==> src/rtl/uart_pkg.sv <==
// Shared types and helpers for the parametrised UART core: FSM state enums,
// parity-mode constants and the frame-length function.
package uart_pkg;

  typedef enum logic [2:0] {
    TX_IDLE,
    TX_START,
    TX_DATA,
    TX_PARITY,
    TX_STOP
  } tx_state_t;

  typedef enum logic [2:0] {
    RX_IDLE,
    RX_START,
    RX_DATA,
    RX_PARITY,
    RX_STOP
  } rx_state_t;

  localparam logic PAR_EVEN = 1'b0;
  localparam logic PAR_ODD  = 1'b1;

  // Total bits on the line per frame, including start and stop bits.
  function automatic int frame_bits(input int data_bits, input int parity_en,
                                    input int stop_bits);
    return 1 + data_bits + parity_en + stop_bits;
  endfunction

endpackage

==> src/rtl/uart_baud_tick.sv <==
// Baud tick generator: fires a one-cycle tick every (div+1) clocks.
// A synchronous clear restarts the count so a new frame starts phase-aligned.
module uart_baud_tick #(
  parameter int DIV_WIDTH = 16
) (
  input  logic                 clock,
  input  logic                 reset_n,
  input  logic                 clear,
  input  logic [DIV_WIDTH-1:0] div,
  output logic                 tick
);

  logic [DIV_WIDTH-1:0] cnt;

  // Tick is not gated by clear so the TX ready/accept path stays loop-free.
  assign tick = (cnt == div);

  always_ff @(posedge clock or negedge reset_n) begin
    if (!reset_n) begin
      cnt <= '0;
    end else if (clear || tick) begin
      cnt <= '0;
    end else begin
      cnt <= cnt + 1'b1;
    end
  end

endmodule

==> src/rtl/uart_param_core.sv <==
// Full-duplex UART with runtime baud divisor, configurable frame format and
// an oversampling receiver with false-start rejection; single clock domain.
module uart_param_core
  import uart_pkg::*;
#(
  parameter int DATA_BITS  = 8,
  parameter int OVERSAMPLE = 16,
  parameter int DIV_WIDTH  = 16,
  parameter int PARITY_EN  = 1,
  parameter int PARITY_ODD = 0,
  parameter int STOP_BITS  = 1
) (
  input  logic                 clock,
  input  logic                 reset_n,
  input  logic [DIV_WIDTH-1:0] baud_div,
  input  logic                 loopback,
  input  logic                 tx_valid,
  input  logic [DATA_BITS-1:0] tx_data,
  output logic                 tx_ready,
  output logic                 tx_out,
  input  logic                 rx_in,
  output logic                 rx_valid,
  output logic [DATA_BITS-1:0] rx_data,
  output logic                 parity_error,
  output logic                 framing_error
);

  localparam int FRAME_BITS = frame_bits(DATA_BITS, PARITY_EN, STOP_BITS);
  localparam int OS_W       = $clog2(OVERSAMPLE);
  localparam logic [OS_W-1:0] OS_LAST    = OS_W'(OVERSAMPLE - 1);
  localparam logic [OS_W-1:0] OS_MID     = OS_W'(OVERSAMPLE / 2 - 1);
  localparam logic [3:0]      DATA_LAST  = 4'(DATA_BITS);
  localparam logic [3:0]      FRAME_LAST = 4'(FRAME_BITS - 1);
  localparam logic            PAR_MODE   = (PARITY_ODD != 0) ? PAR_ODD : PAR_EVEN;

  // ---------------------------------------------------------------- TX
  tx_state_t              tx_state, tx_state_nxt;
  logic [DIV_WIDTH-1:0]   tx_div;
  logic [OS_W-1:0]        tx_os_cnt;
  logic [3:0]             tx_bit_cnt;
  logic [DATA_BITS-1:0]   tx_sh;
  logic                   tx_par;
  logic                   tx_tick, tx_accept, tx_bit_end, tx_last_stop, tx_line_nxt;

  uart_baud_tick #(.DIV_WIDTH(DIV_WIDTH)) u_tx_tick (
    .clock  (clock),
    .reset_n(reset_n),
    .clear  (tx_accept),
    .div    (tx_div),
    .tick   (tx_tick)
  );

  assign tx_bit_end   = tx_tick && (tx_os_cnt == OS_LAST) && (tx_state != TX_IDLE);
  assign tx_last_stop = (tx_state == TX_STOP) && tx_bit_end && (tx_bit_cnt == FRAME_LAST);
  // Ready already in the final stop-bit cycle so back-to-back frames have no gap.
  assign tx_ready     = (tx_state == TX_IDLE) || tx_last_stop;
  assign tx_accept    = tx_valid && tx_ready;

  always_comb begin
    tx_state_nxt = tx_state;
    case (tx_state)
      TX_IDLE:   if (tx_accept) tx_state_nxt = TX_START;
      TX_START:  if (tx_bit_end) tx_state_nxt = TX_DATA;
      TX_DATA: begin
        if (tx_bit_end && (tx_bit_cnt == DATA_LAST)) begin
          if (PARITY_EN != 0) tx_state_nxt = TX_PARITY;
          else                tx_state_nxt = TX_STOP;
        end
      end
      TX_PARITY: if (tx_bit_end) tx_state_nxt = TX_STOP;
      TX_STOP: begin
        if (tx_last_stop) begin
          if (tx_accept) tx_state_nxt = TX_START;
          else           tx_state_nxt = TX_IDLE;
        end
      end
      default:   tx_state_nxt = TX_IDLE;
    endcase
  end

  always_comb begin
    tx_line_nxt = 1'b1;
    case (tx_state_nxt)
      TX_START:  tx_line_nxt = 1'b0;
      TX_DATA:   tx_line_nxt = (tx_state == TX_START) ? tx_sh[0] : tx_sh[1];
      TX_PARITY: tx_line_nxt = tx_par;
      default:   tx_line_nxt = 1'b1;
    endcase
  end

  always_ff @(posedge clock or negedge reset_n) begin
    if (!reset_n) begin
      tx_state   <= TX_IDLE;
      tx_out     <= 1'b1;
      tx_os_cnt  <= '0;
      tx_bit_cnt <= '0;
      tx_div     <= '0;
    end else begin
      tx_state <= tx_state_nxt;
      if (tx_accept) begin
        tx_os_cnt  <= '0;
        tx_bit_cnt <= '0;
        tx_div     <= baud_div;
        tx_out     <= 1'b0;
      end else if ((tx_state != TX_IDLE) && tx_tick) begin
        tx_os_cnt <= tx_bit_end ? '0 : tx_os_cnt + 1'b1;
        if (tx_bit_end) begin
          tx_bit_cnt <= tx_bit_cnt + 1'b1;
          tx_out     <= tx_line_nxt;
        end
      end
    end
  end

  always_ff @(posedge clock) begin
    if (tx_accept) begin
      tx_sh  <= tx_data;
      tx_par <= (^tx_data) ^ PAR_MODE;
    end else if (tx_bit_end && (tx_state == TX_DATA)) begin
      tx_sh <= tx_sh >> 1;
    end
  end

  // ---------------------------------------------------------------- RX
  rx_state_t              rx_state, rx_state_nxt;
  logic [DIV_WIDTH-1:0]   rx_div;
  logic [OS_W-1:0]        rx_os_cnt;
  logic [3:0]             rx_bit_cnt;
  logic [DATA_BITS-1:0]   rx_sh;
  logic                   rx_pbit, rx_ferr;
  logic                   rx_src, rx_s1, rx_s2, rx_prev;
  logic                   rx_tick, rx_fall, rx_start, rx_sample, rx_done;

  assign rx_src = loopback ? tx_out : rx_in;

  always_ff @(posedge clock or negedge reset_n) begin
    if (!reset_n) begin
      rx_s1   <= 1'b1;
      rx_s2   <= 1'b1;
      rx_prev <= 1'b1;
    end else begin
      rx_s1   <= rx_src;
      rx_s2   <= rx_s1;
      rx_prev <= rx_s2;
    end
  end

  assign rx_fall = rx_prev && !rx_s2;
  // A fresh falling edge during START re-arms the start bit, so a glitch
  // followed closely by a real frame is not lost.
  assign rx_start = rx_fall && ((rx_state == RX_IDLE) || (rx_state == RX_START));

  uart_baud_tick #(.DIV_WIDTH(DIV_WIDTH)) u_rx_tick (
    .clock  (clock),
    .reset_n(reset_n),
    .clear  (rx_start),
    .div    (rx_div),
    .tick   (rx_tick)
  );

  always_comb begin
    rx_sample = 1'b0;
    if (rx_tick) begin
      case (rx_state)
        RX_START:                    rx_sample = (rx_os_cnt == OS_MID);
        RX_DATA, RX_PARITY, RX_STOP: rx_sample = (rx_os_cnt == OS_LAST);
        default:                     rx_sample = 1'b0;
      endcase
    end
  end

  assign rx_done = (rx_state == RX_STOP) && rx_sample && (rx_bit_cnt == FRAME_LAST);

  always_comb begin
    rx_state_nxt = rx_state;
    case (rx_state)
      RX_IDLE:  if (rx_start) rx_state_nxt = RX_START;
      RX_START: begin
        if (rx_start)       rx_state_nxt = RX_START;
        else if (rx_sample) rx_state_nxt = rx_s2 ? RX_IDLE : RX_DATA;
      end
      RX_DATA: begin
        if (rx_sample && (rx_bit_cnt == DATA_LAST)) begin
          if (PARITY_EN != 0) rx_state_nxt = RX_PARITY;
          else                rx_state_nxt = RX_STOP;
        end
      end
      RX_PARITY: if (rx_sample) rx_state_nxt = RX_STOP;
      RX_STOP:   if (rx_done) rx_state_nxt = RX_IDLE;
      default:   rx_state_nxt = RX_IDLE;
    endcase
  end

  always_ff @(posedge clock or negedge reset_n) begin
    if (!reset_n) begin
      rx_state      <= RX_IDLE;
      rx_os_cnt     <= '0;
      rx_bit_cnt    <= '0;
      rx_div        <= '0;
      rx_valid      <= 1'b0;
      rx_data       <= '0;
      parity_error  <= 1'b0;
      framing_error <= 1'b0;
    end else begin
      rx_state <= rx_state_nxt;
      rx_valid <= rx_done;
      if (rx_start) begin
        rx_os_cnt  <= '0;
        rx_bit_cnt <= '0;
        rx_div     <= baud_div;
      end else if ((rx_state != RX_IDLE) && rx_tick) begin
        rx_os_cnt <= rx_sample ? '0 : rx_os_cnt + 1'b1;
        if (rx_sample) rx_bit_cnt <= rx_bit_cnt + 1'b1;
      end
      if (rx_done) begin
        rx_data       <= rx_sh;
        parity_error  <= (PARITY_EN != 0) && (rx_pbit != ((^rx_sh) ^ PAR_MODE));
        framing_error <= rx_ferr || !rx_s2;
      end
    end
  end

  always_ff @(posedge clock) begin
    if (rx_sample && (rx_state == RX_DATA)) rx_sh <= {rx_s2, rx_sh[DATA_BITS-1:1]};
    if (rx_sample && (rx_state == RX_PARITY)) rx_pbit <= rx_s2;
    if (rx_start) begin
      rx_ferr <= 1'b0;
    end else if (rx_sample && (rx_state == RX_STOP) && !rx_s2) begin
      rx_ferr <= 1'b1;
    end
  end

endmodule

==> config.mk <==
export PLATFORM = sky130hd
export DESIGN_NAME = uart_param_core
export DESIGN_NICKNAME = d
export VERILOG_FILES = /design/src/rtl/uart_pkg.sv /design/src/rtl/uart_baud_tick.sv /design/src/rtl/uart_param_core.sv
export SDC_FILE = /design/constraint.sdc
export NUM_CORES = 1
export LEC_CHECK = 0
export CORE_ASPECT_RATIO = 1.25
export CORE_UTILIZATION = 50
export CTS_CLUSTER_DIAMETER = 30
export CTS_CLUSTER_SIZE = 10
export DETAILED_ROUTE_END_ITERATION = 16
export GPL_ROUTABILITY_DRIVEN = 1
export MAX_ROUTING_LAYER = met4
export PLACE_DENSITY = 0.81
export SLEW_MARGIN = 10
export SYNTH_ARGS = -nofsm -noshare
export SYNTH_HDL_FRONTEND = slang
export SYNTH_SLANG_ARGS = --single-unit
==> constraint.sdc <==
create_clock -name clock -period 3.5 [get_ports clock]
set_input_delay 0.875 -clock clock [delete_from_list [all_inputs] [get_ports clock]]
set_output_delay 0.875 -clock clock [all_outputs]
set_load 0.01 [all_outputs]
==> results of run 1 <==
==> flip-flops by register name (all words and copies together) (netlist names), 3 cells and up <==
register       count
rx_data            8
tx_state           3
tx_bit_cnt         4
rx_div            16
u_rx_tick.cnt     16
rx_sh              8
rx_state           3
rx_bit_cnt         4
tx_sh              8
tx_os_cnt          4
u_tx_tick.cnt     16
tx_div            16
rx_os_cnt          4
==> cells in the final DEF (no fill, tap or decap), types with 3 or more instances in the layout <==
master / n
sky130_fd_sc_hd__nand2b_1: 3
sky130_fd_sc_hd__buf_4: 9
sky130_fd_sc_hd__mux2i_1: 5
sky130_fd_sc_hd__nor2b_1: 3
sky130_fd_sc_hd__mux2_2: 29
sky130_fd_sc_hd__clkbuf_16: 17
sky130_fd_sc_hd__ha_1: 10
sky130_fd_sc_hd__and2_1: 5
sky130_fd_sc_hd__nor4_1: 4
sky130_fd_sc_hd__and3_1: 6
sky130_fd_sc_hd__nand3_1: 18
sky130_fd_sc_hd__mux2_4: 7
sky130_fd_sc_hd__o21ai_0: 6
sky130_fd_sc_hd__edfxtp_1: 18
sky130_fd_sc_hd__a21oi_1: 3
sky130_fd_sc_hd__dfstp_2: 4
sky130_fd_sc_hd__clkinv_2: 3
sky130_fd_sc_hd__inv_1: 13
sky130_fd_sc_hd__clkinvlp_4: 4
sky130_fd_sc_hd__xnor2_1: 40
sky130_fd_sc_hd__clkdlybuf4s50_1: 40
sky130_fd_sc_hd__nor3_1: 5
sky130_fd_sc_hd__dfrtp_1: 95
sky130_fd_sc_hd__xor2_1: 43
sky130_fd_sc_hd__mux2_1: 13
sky130_fd_sc_hd__nor2_1: 59
sky130_fd_sc_hd__nand2_1: 22
sky130_fd_sc_hd__nand4_1: 12
==> cell families (layout without fill, tap and decap cells) <==
kind of cell,Yosys count,in the layout,synth area share (%)
adders and majority gates,10,10,2.21
DFF,120,120,54.6
AOI/OAI and AO/OA,25,25,2.94
xor gates and xnor gates,84,84,13.0
and+or+nand+nor,154,154,14.0
buffers and inverters,25,95,2.12
muxes,54,54,11.1
==> through the flow <==
step / cell area (um^2) / hold slack, ps
finish: 6840 / 356
global placement: 6220 / 347
CTS: 6830 / 357
floorplan: 5660 / 345
global route: 6840 / 358
detailed placement: 6220 / 349
==> Yosys cell counts (all sizes together), types with 4 or more instances <==
master | number | share of area (%)
and2 | 5 | 0.55
and3 | 6 | 0.66
buf | 5 | 0.77
clkbuf | 6 | 0.40
dfrtp | 97 | 43
dfstp | 4 | 1.9
edfxtp | 18 | 9.5
ha | 10 | 2.2
inv | 13 | 0.86
mux2 | 49 | 10
mux2i | 5 | 0.88
nand2 | 23 | 1.6
nand3 | 20 | 2.1
nand4 | 13 | 1.5
nor2 | 59 | 3.9
nor3 | 6 | 0.73
nor4 | 5 | 0.82
o21ai | 8 | 0.77
xnor2 | 41 | 6.3
xor2 | 43 | 6.6
==> path summary, 6_finish.rpt <==
check / from / end / slack [ps] / cells after the start
setup / recovery: u_tx_tick.cnt[10]$_DFF_PN0_ / tx_ready / 130 / 7
hold / removal: rx_s1$_DFF_PN1_ / rx_s2$_DFF_PN1_ / 360 / 0
setup reg to reg: u_rx_tick.cnt[10]$_DFF_PN0_ / rx_data[2]$_DFFE_PN0P_ / 640 / 6
hold reg to reg: rx_s1$_DFF_PN1_ / rx_s2$_DFF_PN1_ / 360 / 0
max in group asynchronous: reset_n / u_tx_tick.cnt[5]$_DFF_PN0_ / 2180 / 2
min in group asynchronous: reset_n / u_rx_tick.cnt[6]$_DFF_PN0_ / 480 / 1
==> worst register-to-register path: cells and delay by family, from the launching register on <==
| kind | cells | cell delay, ps |
|---|---|---|
| AND/OR/NAND/NOR | 4 | 1690 |
| multiplexers | 1 | 450 |
| flip-flops | 1 | 430 |
| XOR/XNOR | 1 | 180 |
==> repair_timing <==
action                                  4_1_cts  5_1_grt
setup buffers                                 2        0
endpoints found under the hold margin         0        0
endpoints found under the setup margin        1        1
gates resized for setup                       2        2
pin swaps                                     5        2
==> layout make-up <==
type | instances | area [um^2]
fill | 837 | 4240
sequential | 120 | 3100
multi-input combinational | 327 | 2470
timing repair buffer | 49 | 468
clock buffer | 18 | 439
tap | 135 | 169
clock inverter | 14 | 148
inverter | 14 | 53.8
==> per-layer routing <==
metal  routed length, um  global-route usage [%]  vias to the layer above
li1                    -                       -                     1745
met1                4520                    23.5                     1880
met2                5810                    35.9                       82
met3                 355                    5.88                       30
met4                 277                    9.42                        0
met5                   0                       -                        -
==> report_power, final <==
group | internal, mW | switching [mW]
clock | 1.07 | 0.650
sequential | 1.60 | 0.172
combinational | 0.282 | 0.237
==> metrics.txt, run 1 <==
number of buffers on the longest clock path=2; pin slew with the least headroom to its limit=1130 ps; Avg Synthesized Cell Area=12.0 um^2; cts bufs inserted=17; die footprint=11800 um^2; Antenna Cells=0; biggest cell delay along the critical path=530 ps; placement row count=43; highest clock frequency the design can meet=296 MHz; flip-flop cell with the highest count after synthesis=sky130_fd_sc_hd__dfrtp_1; library cell contributing the largest single delay on the critical path=sky130_fd_sc_hd__clkdlybuf4s50_1; async set or reset register ratio after synthesis=84.2%; width of the die=97.2 um; antenna-violating nets left=0; post-DR vias/cell=5.52; Tightest Hold Check Type=reg -> reg; Syn. warnings=0; TNS Setup=0 ps; count of unique library cells instantiated by Yosys=52; arrival time at the worst endpoint=2500 ps; first-pass iteration count of the detailed router=4; register bit count reported by yosys=120; total overflow reported by the global router=0; via count of the first global-routing pass=3960; outcome=completed; Period Utilization, post-route=96.4%; final worst path period need=3370 ps; clock skew after layout=7.67 ps; slack of the critical path=127 ps; final core occ=61.8%; Detailed Place HPWL=7610 um; clock slew at reported path FFs=50 ps; Area Growth Syn to Fin=20.8%; clock network latency to the later pin of the worst-skew pair=420 ps; critical path's top delay family=simple AND/OR/NAND/NOR gates; dpl ws=414 ps; Hold Buf Count CTS=0; summed instance area of the synthesized netlist=5660 um^2; first-iteration detailed-routing DRC count=111; fraction of the yosys area taken by sequential cells=54.6%; via count of the routed design=3737; # DRC=0; # IOs=42; overall routed net length=11000 um; largest net degree at the start of global routing=51; IR Drop Worst-Case VDD=463 uV; number of port buffers=41; Max-Cap Viols=0; worst max-slew margin expressed relative to the limit=24.5%; Initial Util=51.1%; net count of the mapped netlist=511; placed instance count=643; Final nets=568; final non-filler cell total=677; required time worst endpoint=2620 ps; count of buffering cells on the critical path with inverters included=1; # H-tree levels=4; initial antenna violation count=0; critical path fanouts, max=4; Final setup violation count=0; first-pass GRT wire length=18900 um; kind of end point of the critical path=output pin; clock tree from TritonCTS=yes; aggregate global-route resource usage=21.2%; Final Hold Fails=0; GPL Wtd Cong=0.848; clock sink total=120; RSZ-0062 raised after global routing=false; CTS Root Cell=sky130_fd_sc_hd__clkbuf_16; DR WL/cell=16.2 um; core footprint=11100 um^2; Leak=2.96 nW; Mapped Cells=472; final slew viol count=0; cell breakdown of the critical path=xnor2_1 -> nand4_1 -> nor4_4 -> nand2_2 -> o21ai_4 -> and2_1 -> clkdlybuf4s50_1; sum of internal, switching and leakage power=4.01 mW; share of cells above drive strength 1=17.5%; critical path launch point type=register; Crit Path Category=reg -> out; vertical die dimension=121 um; count of flip-flops with a built-in enable after synthesis=18; Pwr Density=585 nW/um^2
Note: power is estimated with default switching activity, not from simulation.
==> run 2: changes to the inputs <==
clock period = 3.6 ns   (was 3.5 ns; I/O delays follow)
==> metrics.txt, run 2 (synthesis results as in run 1) <==
number of port buffers=41 (unchanged); area used by multi-input combinational logic=2470 um^2 (unchanged); Max-Cap Viols=0 (unchanged); clock skew after layout=9.01 ps (was 7.67 ps); # DRC=0 (unchanged); cell area after layout=6900 um^2 (was 6840 um^2); post-DR vias/cell=5.38 (was 5.52); critical path launch point type=register (unchanged); count of buffering cells on the critical path with inverters included=1 (unchanged); most frequent cells in the layout=sky130_fd_sc_hd__dfrtp_1, sky130_fd_sc_hd__nor2_1, sky130_fd_sc_hd__xor2_1 (unchanged); final non-filler cell total=679 (was 677); clock network latency to the later pin of the worst-skew pair=420 ps (about the same); slack of the critical path=53.3 ps (was 127 ps); # IOs=42 (unchanged); library cell contributing the largest single delay on the critical path=sky130_fd_sc_hd__clkdlybuf4s50_1 (unchanged); first-iteration detailed-routing DRC count=186 (was 111); Period Utilization, post-route=98.5%; Pwr Density=580 nW/um^2 (was 585 nW/um^2); pin slew with the least headroom to its limit=1130 ps (about the same); worst max-slew margin expressed relative to the limit=24.3% (was 24.5%); critical path's top delay family=simple AND/OR/NAND/NOR gates (unchanged); Final setup violation count=0 (unchanged); largest net degree at the start of global routing=59 (was 51); vertical die dimension=121 um (unchanged); worst hold endpoint=rx_s2$_DFF_PN1_ (unchanged); via count of the routed design=3650 (was 3737); Antenna Cells=0 (unchanged); critical path fanouts, max=5 (was 4); # H-tree levels=4 (unchanged); number of buffers on the longest clock path=2 (unchanged); total overflow reported by the global router=0 (unchanged); first-pass iteration count of the detailed router=4 (unchanged); outcome=completed (unchanged); biggest cell delay along the critical path=530 ps (about the same); Leak=2.98 nW (was 2.96 nW); IR Drop Worst-Case VDD=357 uV (was 463 uV); clock sink total=120 (unchanged); total of fill cells in the finished design=841 (was 837); core footprint=11100 um^2 (unchanged); sum of internal, switching and leakage power=4.00 mW (was 4.01 mW); logic depth of the worst path, buffers included=7 (unchanged); via count of the first global-routing pass=3881 (was 3960); Initial Util=51.1% (unchanged); WHS Path Cells=0 (unchanged); Hold Buf Count CTS=0 (unchanged); aggregate global-route resource usage=21.3% (was 21.2%); setup slack, reg-to-reg=800 ps (was 640 ps); share of cells above drive strength 1=17.3% (was 17.5%); Crit Path Category=reg -> out (unchanged); Tightest Hold Check Type=reg -> reg (unchanged); DR WL/cell=16.1 um (was 16.2 um); placement row count=43 (unchanged); kind of end point of the critical path=output pin (unchanged); width of the die=97.2 um (unchanged); arrival time at the worst endpoint=2650 ps (was 2500 ps); first-pass GRT wire length=18900 um (about the same); most common cell after layout, fill and taps aside=sky130_fd_sc_hd__dfrtp_1 (unchanged); required time worst endpoint=2700 ps (was 2620 ps); GPL Wtd Cong=0.852 (was 0.848); cell breakdown of the critical path=xnor2_1 -> nand4_1 -> nor4_4 -> nand2_2 -> o21ai_4 -> and2_1 -> clkdlybuf4s50_1 (unchanged); cts bufs inserted=17 (unchanged); sequential cell area=3090 um^2 (was 3100 um^2); dpl ws=479 ps (was 414 ps); final slew viol count=0 (unchanged); placed instance area=6220 um^2 (unchanged); Detailed Place HPWL=7400 um (was 7610 um); Final Hold Fails=0 (unchanged); start point of the worst min-delay path=rx_s1$_DFF_PN1_ (unchanged); clock slew at reported path FFs=60 ps (was 50 ps); highest clock frequency the design can meet=282 MHz; placed instance count=643 (unchanged); Area Growth Syn to Fin=21.8% (was 20.8%); final worst path period need=3550 ps; CTS Root Cell=sky130_fd_sc_hd__clkbuf_16 (unchanged); Final nets=570 (was 568); clock tree from TritonCTS=yes (unchanged); capturing point of the worst reg2reg path=rx_data[4]$_DFFE_PN0P_ (was rx_data[2]$_DFFE_PN0P_); final core occ=62.2% (was 61.8%); cell depth of the worst flop-to-flop path=6 (unchanged); die footprint=11800 um^2 (unchanged); antenna-violating nets left=0 (unchanged); initial antenna violation count=0 (unchanged); start of the worst register-to-register path=u_rx_tick.cnt[2]$_DFF_PN0_ (was u_rx_tick.cnt[10]$_DFF_PN0_); overall routed net length=10900 um (was 11000 um)
## run 2: stage by stage
stage	hold WS [ps]	TNS (ps)
6_report	356	0
5_1_grt	364	-46.8
4_1_cts	356	0
3_5_place_dp	348	0
3_3_place_gp	347	0
2_1_floorplan	345	0
## run 2: worst max-delay path by stage
stage | from | end | slack (ps)
2_1_floorplan | u_rx_tick.cnt[2]$_DFF_PN0_ | rx_sh[0]$_DFFE_PP_ | 890
3_3_place_gp | u_tx_tick.cnt[10]$_DFF_PN0_ | tx_ready | 510
3_5_place_dp | u_tx_tick.cnt[4]$_DFF_PN0_ | tx_ready | 480
4_1_cts | u_tx_tick.cnt[10]$_DFF_PN0_ | tx_ready | 40
5_1_grt | u_tx_tick.cnt[9]$_DFF_PN0_ | tx_ready | -50
6_report | u_tx_tick.cnt[9]$_DFF_PN0_ | tx_ready | 50
## run 2: worst reg2reg max path, delay by kind of cell, from the launching register on
family,cells,cell delay [ps]
simple gates,4,1610
xor+xnor,1,200
mux,1,430
flops,1,450
## run 2: final cells by class
class | count | share of cell area (%)
inverters | 14 | 0.780
well taps | 135 | 2.45
clock inverters | 15 | 2.94
multi-input cells | 327 | 35.8
clock buffers | 17 | 6.17
flip-flops and latches | 120 | 44.8
repair buffers | 51 | 7.00
## run 2: power breakdown
group	switching [mW]	total, mW	internal [mW]
Sequential	0.169	1.72	1.55
Clock	0.620	1.78	1.16
Combinational	0.232	0.503	0.272
Total	1.02	4.00	2.98
## run 2: repair_timing
action | CTS | global route
gates resized for setup | 2 | 0
setup endpoints to repair | 1 | 1
buffers inserted | 0 | 4
pin swaps | 0 | 4
## run 2: layer usage
layer  global-route usage [%]  part of all wire (%)
met1                     24.4                    43
met3                     5.01                   2.9
met4                     9.42                   1.7
met5                        -                     0
met2                     35.7                    52
==> run 3: changes to the inputs <==
SYNTH_HIERARCHICAL = 1   (was default)
clock period = 3.7 ns   (was 3.6 ns; I/O delays follow)
==> metrics.txt, run 3 <==
outcome=completed (unchanged); first-pass iteration count of the detailed router=4 (unchanged); Tightest Hold Check Type=reg -> reg (unchanged); Initial Util=51.1% (about the same); cell area after layout=7130 um^2 (was 6900 um^2); # IOs=42 (unchanged); most frequent cells in the layout=sky130_fd_sc_hd__dfrtp_1, sky130_fd_sc_hd__xnor2_1, sky130_fd_sc_hd__nor2_1 (was sky130_fd_sc_hd__dfrtp_1, sky130_fd_sc_hd__nor2_1, sky130_fd_sc_hd__xor2_1); sum of internal, switching and leakage power=4.09 mW (was 4.00 mW); setup slack, reg-to-reg=720 ps (was 800 ps); Period Utilization, post-route=88.4%; aggregate global-route resource usage=21.4% (was 21.3%); Syn. warnings=6 (was 0); clock tree from TritonCTS=yes (unchanged); count of flip-flops with a built-in enable after synthesis=18 (unchanged); Antenna Cells=0 (unchanged); core footprint=11600 um^2 (was 11100 um^2); total overflow reported by the global router=0 (unchanged); Mapped Cells=501 (was 472); most common cell after layout, fill and taps aside=sky130_fd_sc_hd__dfrtp_1 (unchanged); Area Growth Syn to Fin=19.9% (was 21.8%); Hold Buf Count CTS=0 (unchanged); internal power=2.99 mW (was 2.98 mW); IR Drop Worst-Case VDD=390 uV (was 357 uV); dominant cell type by area after synthesis=sky130_fd_sc_hd__dfrtp_1 (unchanged); start point of the worst min-delay path=rx_s1$_DFF_PN1_ (unchanged); first-pass GRT wire length=19600 um (was 18900 um); global-route track usage on met2=37.7% (was 35.7%); final core occ=61.3% (was 62.2%); fraction of the yosys area taken by sequential cells=52.1% (was 54.6%); met3 Resource Use GR=5.22% (was 5.01%); TNS Setup=0 ps (unchanged); start of the worst register-to-register path=u_rx_tick/cnt[6]$_DFF_PN0_ (was u_rx_tick.cnt[2]$_DFF_PN0_); cts bufs inserted=17 (unchanged); GPL Wtd Cong=0.841 (was 0.852); count of unique library cells instantiated by Yosys=60 (was 52); clock skew after layout=9.58 ps (was 9.01 ps); required time worst endpoint=2770 ps (was 2700 ps); clock slew at reported path FFs=50 ps (was 60 ps); clock network latency to the later pin of the worst-skew pair=410 ps (was 420 ps); Leak=3.01 nW (was 2.98 nW); Max-Cap Viols=0 (unchanged); Crit Path Category=reg -> out (unchanged); # H-tree levels=4 (unchanged); share of cells above drive strength 1=20.6% (was 17.3%); Comb pwr share=18.9% (was 12.6%); Avg Synthesized Cell Area=11.9 um^2 (was 12.0 um^2); fraction of power consumed by sequential logic=42.3% (was 43.0%); flip-flop cell with the highest count after synthesis=sky130_fd_sc_hd__dfrtp_1 (unchanged); cell depth of the worst flop-to-flop path=7 (was 6); number of port buffers=41 (unchanged); Final Hold Fails=0 (unchanged); switch share=27.0% (was 25.5%); largest net degree at the start of global routing=84 (was 59); capturing point of the worst reg2reg path=rx_sh[0]$_DFFE_PP_ (was rx_data[4]$_DFFE_PN0P_); width of the die=99.5 um (was 97.2 um); fraction of synthesized cell area taken by the top area cell type=40.9% (was 42.9%); kind of end point of the critical path=output pin (unchanged); first-iteration detailed-routing DRC count=207 (was 186); global-route layer with the greatest usage=met2 (unchanged); critical path fanouts, max=6 (was 5); final worst path period need=3270 ps; total of fill cells in the finished design=915 (was 841); pin slew with the least headroom to its limit=1020 ps (was 1130 ps); worst hold endpoint=rx_s2$_DFF_PN1_ (unchanged); CTS Root Cell=sky130_fd_sc_hd__clkbuf_16 (unchanged); via count of the first global-routing pass=4076 (was 3881); placement row count=44 (was 43); clock share of power=38.8% (was 44.4%); async set or reset register ratio after synthesis=84.2% (unchanged); summed instance area of the synthesized netlist=5940 um^2 (was 5660 um^2); initial antenna violation count=0 (unchanged); net count of the mapped netlist=540 (was 511); antenna-violating nets left=0 (unchanged); Final nets=594 (was 570); clock sink total=120 (unchanged); number of buffers on the longest clock path=2 (unchanged); arrival time at the worst endpoint=2350 ps (was 2650 ps); post-DR vias/cell=5.55 (was 5.38); worst max-slew margin expressed relative to the limit=31.9% (was 24.3%); via count of the routed design=4045 (was 3650); DR WL/cell=16.4 um (was 16.1 um); overall routed net length=11900 um (was 10900 um); WHS Path Cells=0 (unchanged); met1 usage=23.6% (was 24.4%); Final setup violation count=0 (unchanged); synth top area cells=sky130_fd_sc_hd__dfrtp_1, sky130_fd_sc_hd__edfxtp_1, sky130_fd_sc_hd__xnor2_1, sky130_fd_sc_hd__mux2_2, sky130_fd_sc_hd__xor2_1 (was sky130_fd_sc_hd__dfrtp_1, sky130_fd_sc_hd__edfxtp_1, sky130_fd_sc_hd__xor2_1, sky130_fd_sc_hd__xnor2_1, sky130_fd_sc_hd__mux2_2); most instantiated library cell after synthesis=sky130_fd_sc_hd__dfrtp_1 (unchanged); commonest cells in the netlist=sky130_fd_sc_hd__dfrtp_1, sky130_fd_sc_hd__xnor2_1, sky130_fd_sc_hd__nor2_1 (was sky130_fd_sc_hd__dfrtp_1, sky130_fd_sc_hd__nor2_1, sky130_fd_sc_hd__xor2_1); placed instance area=6480 um^2 (was 6220 um^2); final slew viol count=0 (unchanged); vertical die dimension=124 um (was 121 um); die footprint=12300 um^2 (was 11800 um^2); Pwr Density=574 nW/um^2 (was 580 nW/um^2); RSZ-0062 raised after global routing=false; Switching Power=1.11 mW (was 1.02 mW); highest clock frequency the design can meet=306 MHz; Detailed Place HPWL=7870 um (was 7400 um); # DRC=0 (unchanged); critical path launch point type=register (unchanged); register bit count reported by yosys=120 (unchanged)
[run 3: cell count changes after synthesis, sizes merged, moves of 4 or more]
cell   delta
o41ai     +4
nand3     -7
a21oi    +17
nor3      +5
nand2     +5
nand4    +11
xor2     -23
buf      +10
mux2i     -5
nor2     -14
xnor2    +16
[run 3: worst max-delay path by stage]
stage                               start                          end  slack, ps  cells after the start
6_report       u_tx_tick/cnt[2]$_DFF_PN0_                     tx_ready        430                      7
5_1_grt        u_tx_tick/cnt[2]$_DFF_PN0_                     tx_ready        280                      7
4_1_cts        u_tx_tick/cnt[3]$_DFF_PN0_                     tx_ready         20                      7
3_5_place_dp   u_tx_tick/cnt[8]$_DFF_PN0_                     tx_ready        430                      7
3_3_place_gp   u_tx_tick/cnt[2]$_DFF_PN0_                     tx_ready        430                      7
2_1_floorplan  u_tx_tick/cnt[5]$_DFF_PN0_  u_tx_tick/cnt[10]$_DFF_PN0_        640                     13
[run 3: repair_timing]
action,4_1_cts,5_1_grt
gates cloned,0,0
pin swaps,2,3
endpoints found under the setup margin,1,1
setup buffers,1,3
gates resized for setup,1,5
[run 3: cell type report]
cell class / count / area, um^2 / area share (%)
clock buffers: 27 / 523 / 7.34
inverters: 13 / 48.8 / 0.685
flip-flops and latches: 120 / 3090 / 43.4
repair buffers: 53 / 500 / 7.02
well taps: 161 / 201 / 2.83
multi-input cells: 350 / 2700 / 37.9
clock inverters: 5 / 60.1 / 0.843
[run 3: kinds of logic (layout without fill, tap and decap cells)]
logic type	count (synthesis)	count (layout)	share of synthesized area, %
simple gates	159	159	14.3
flops	120	120	52.1
xor+xnor	77	77	11.6
compound gates	54	54	6.80
mux	50	50	10.0
buf+inv	31	98	3.07
fa+ha+maj	10	10	2.11
[run 3: per-stage QoR]
step	hold slack (ps)	std cells	worst slack, ps
finish	350	729	429
global route	351	729	279
detailed placement	348	693	430
CTS	351	726	21.0
floorplan	345	501	636
global placement	348	693	432
[run 3: power by group through the flow]
stage          clock network, mW  logic (mW)  registers (mW)
3_5_place_dp                   0       0.711            1.74
3_3_place_gp                   0       0.682            1.72
2_1_floorplan                  0       0.564            1.68
5_1_grt                     1.67       0.841            1.76
4_1_cts                     1.61       0.739            1.72
6_report                    1.59       0.776            1.73
[run 3: worst max-delay path, stage by stage, from the launching register on]
cell	delay, ps
sky130_fd_sc_hd__dfrtp_2	460
sky130_fd_sc_hd__xnor2_2	210
sky130_fd_sc_hd__nand4_1	230
sky130_fd_sc_hd__nor4_4	310
sky130_fd_sc_hd__buf_4	180
sky130_fd_sc_hd__nand4_1	140
sky130_fd_sc_hd__o21ai_2	210
sky130_fd_sc_hd__dlymetal6s2s_1	180
[run 3: layer usage]
metal	part of all wire [%]	vias to the layer above
met2	53	118
met3	4.2	21
met5	0	-
met4	1.7	0
met1	41	2017
li1	-	1889
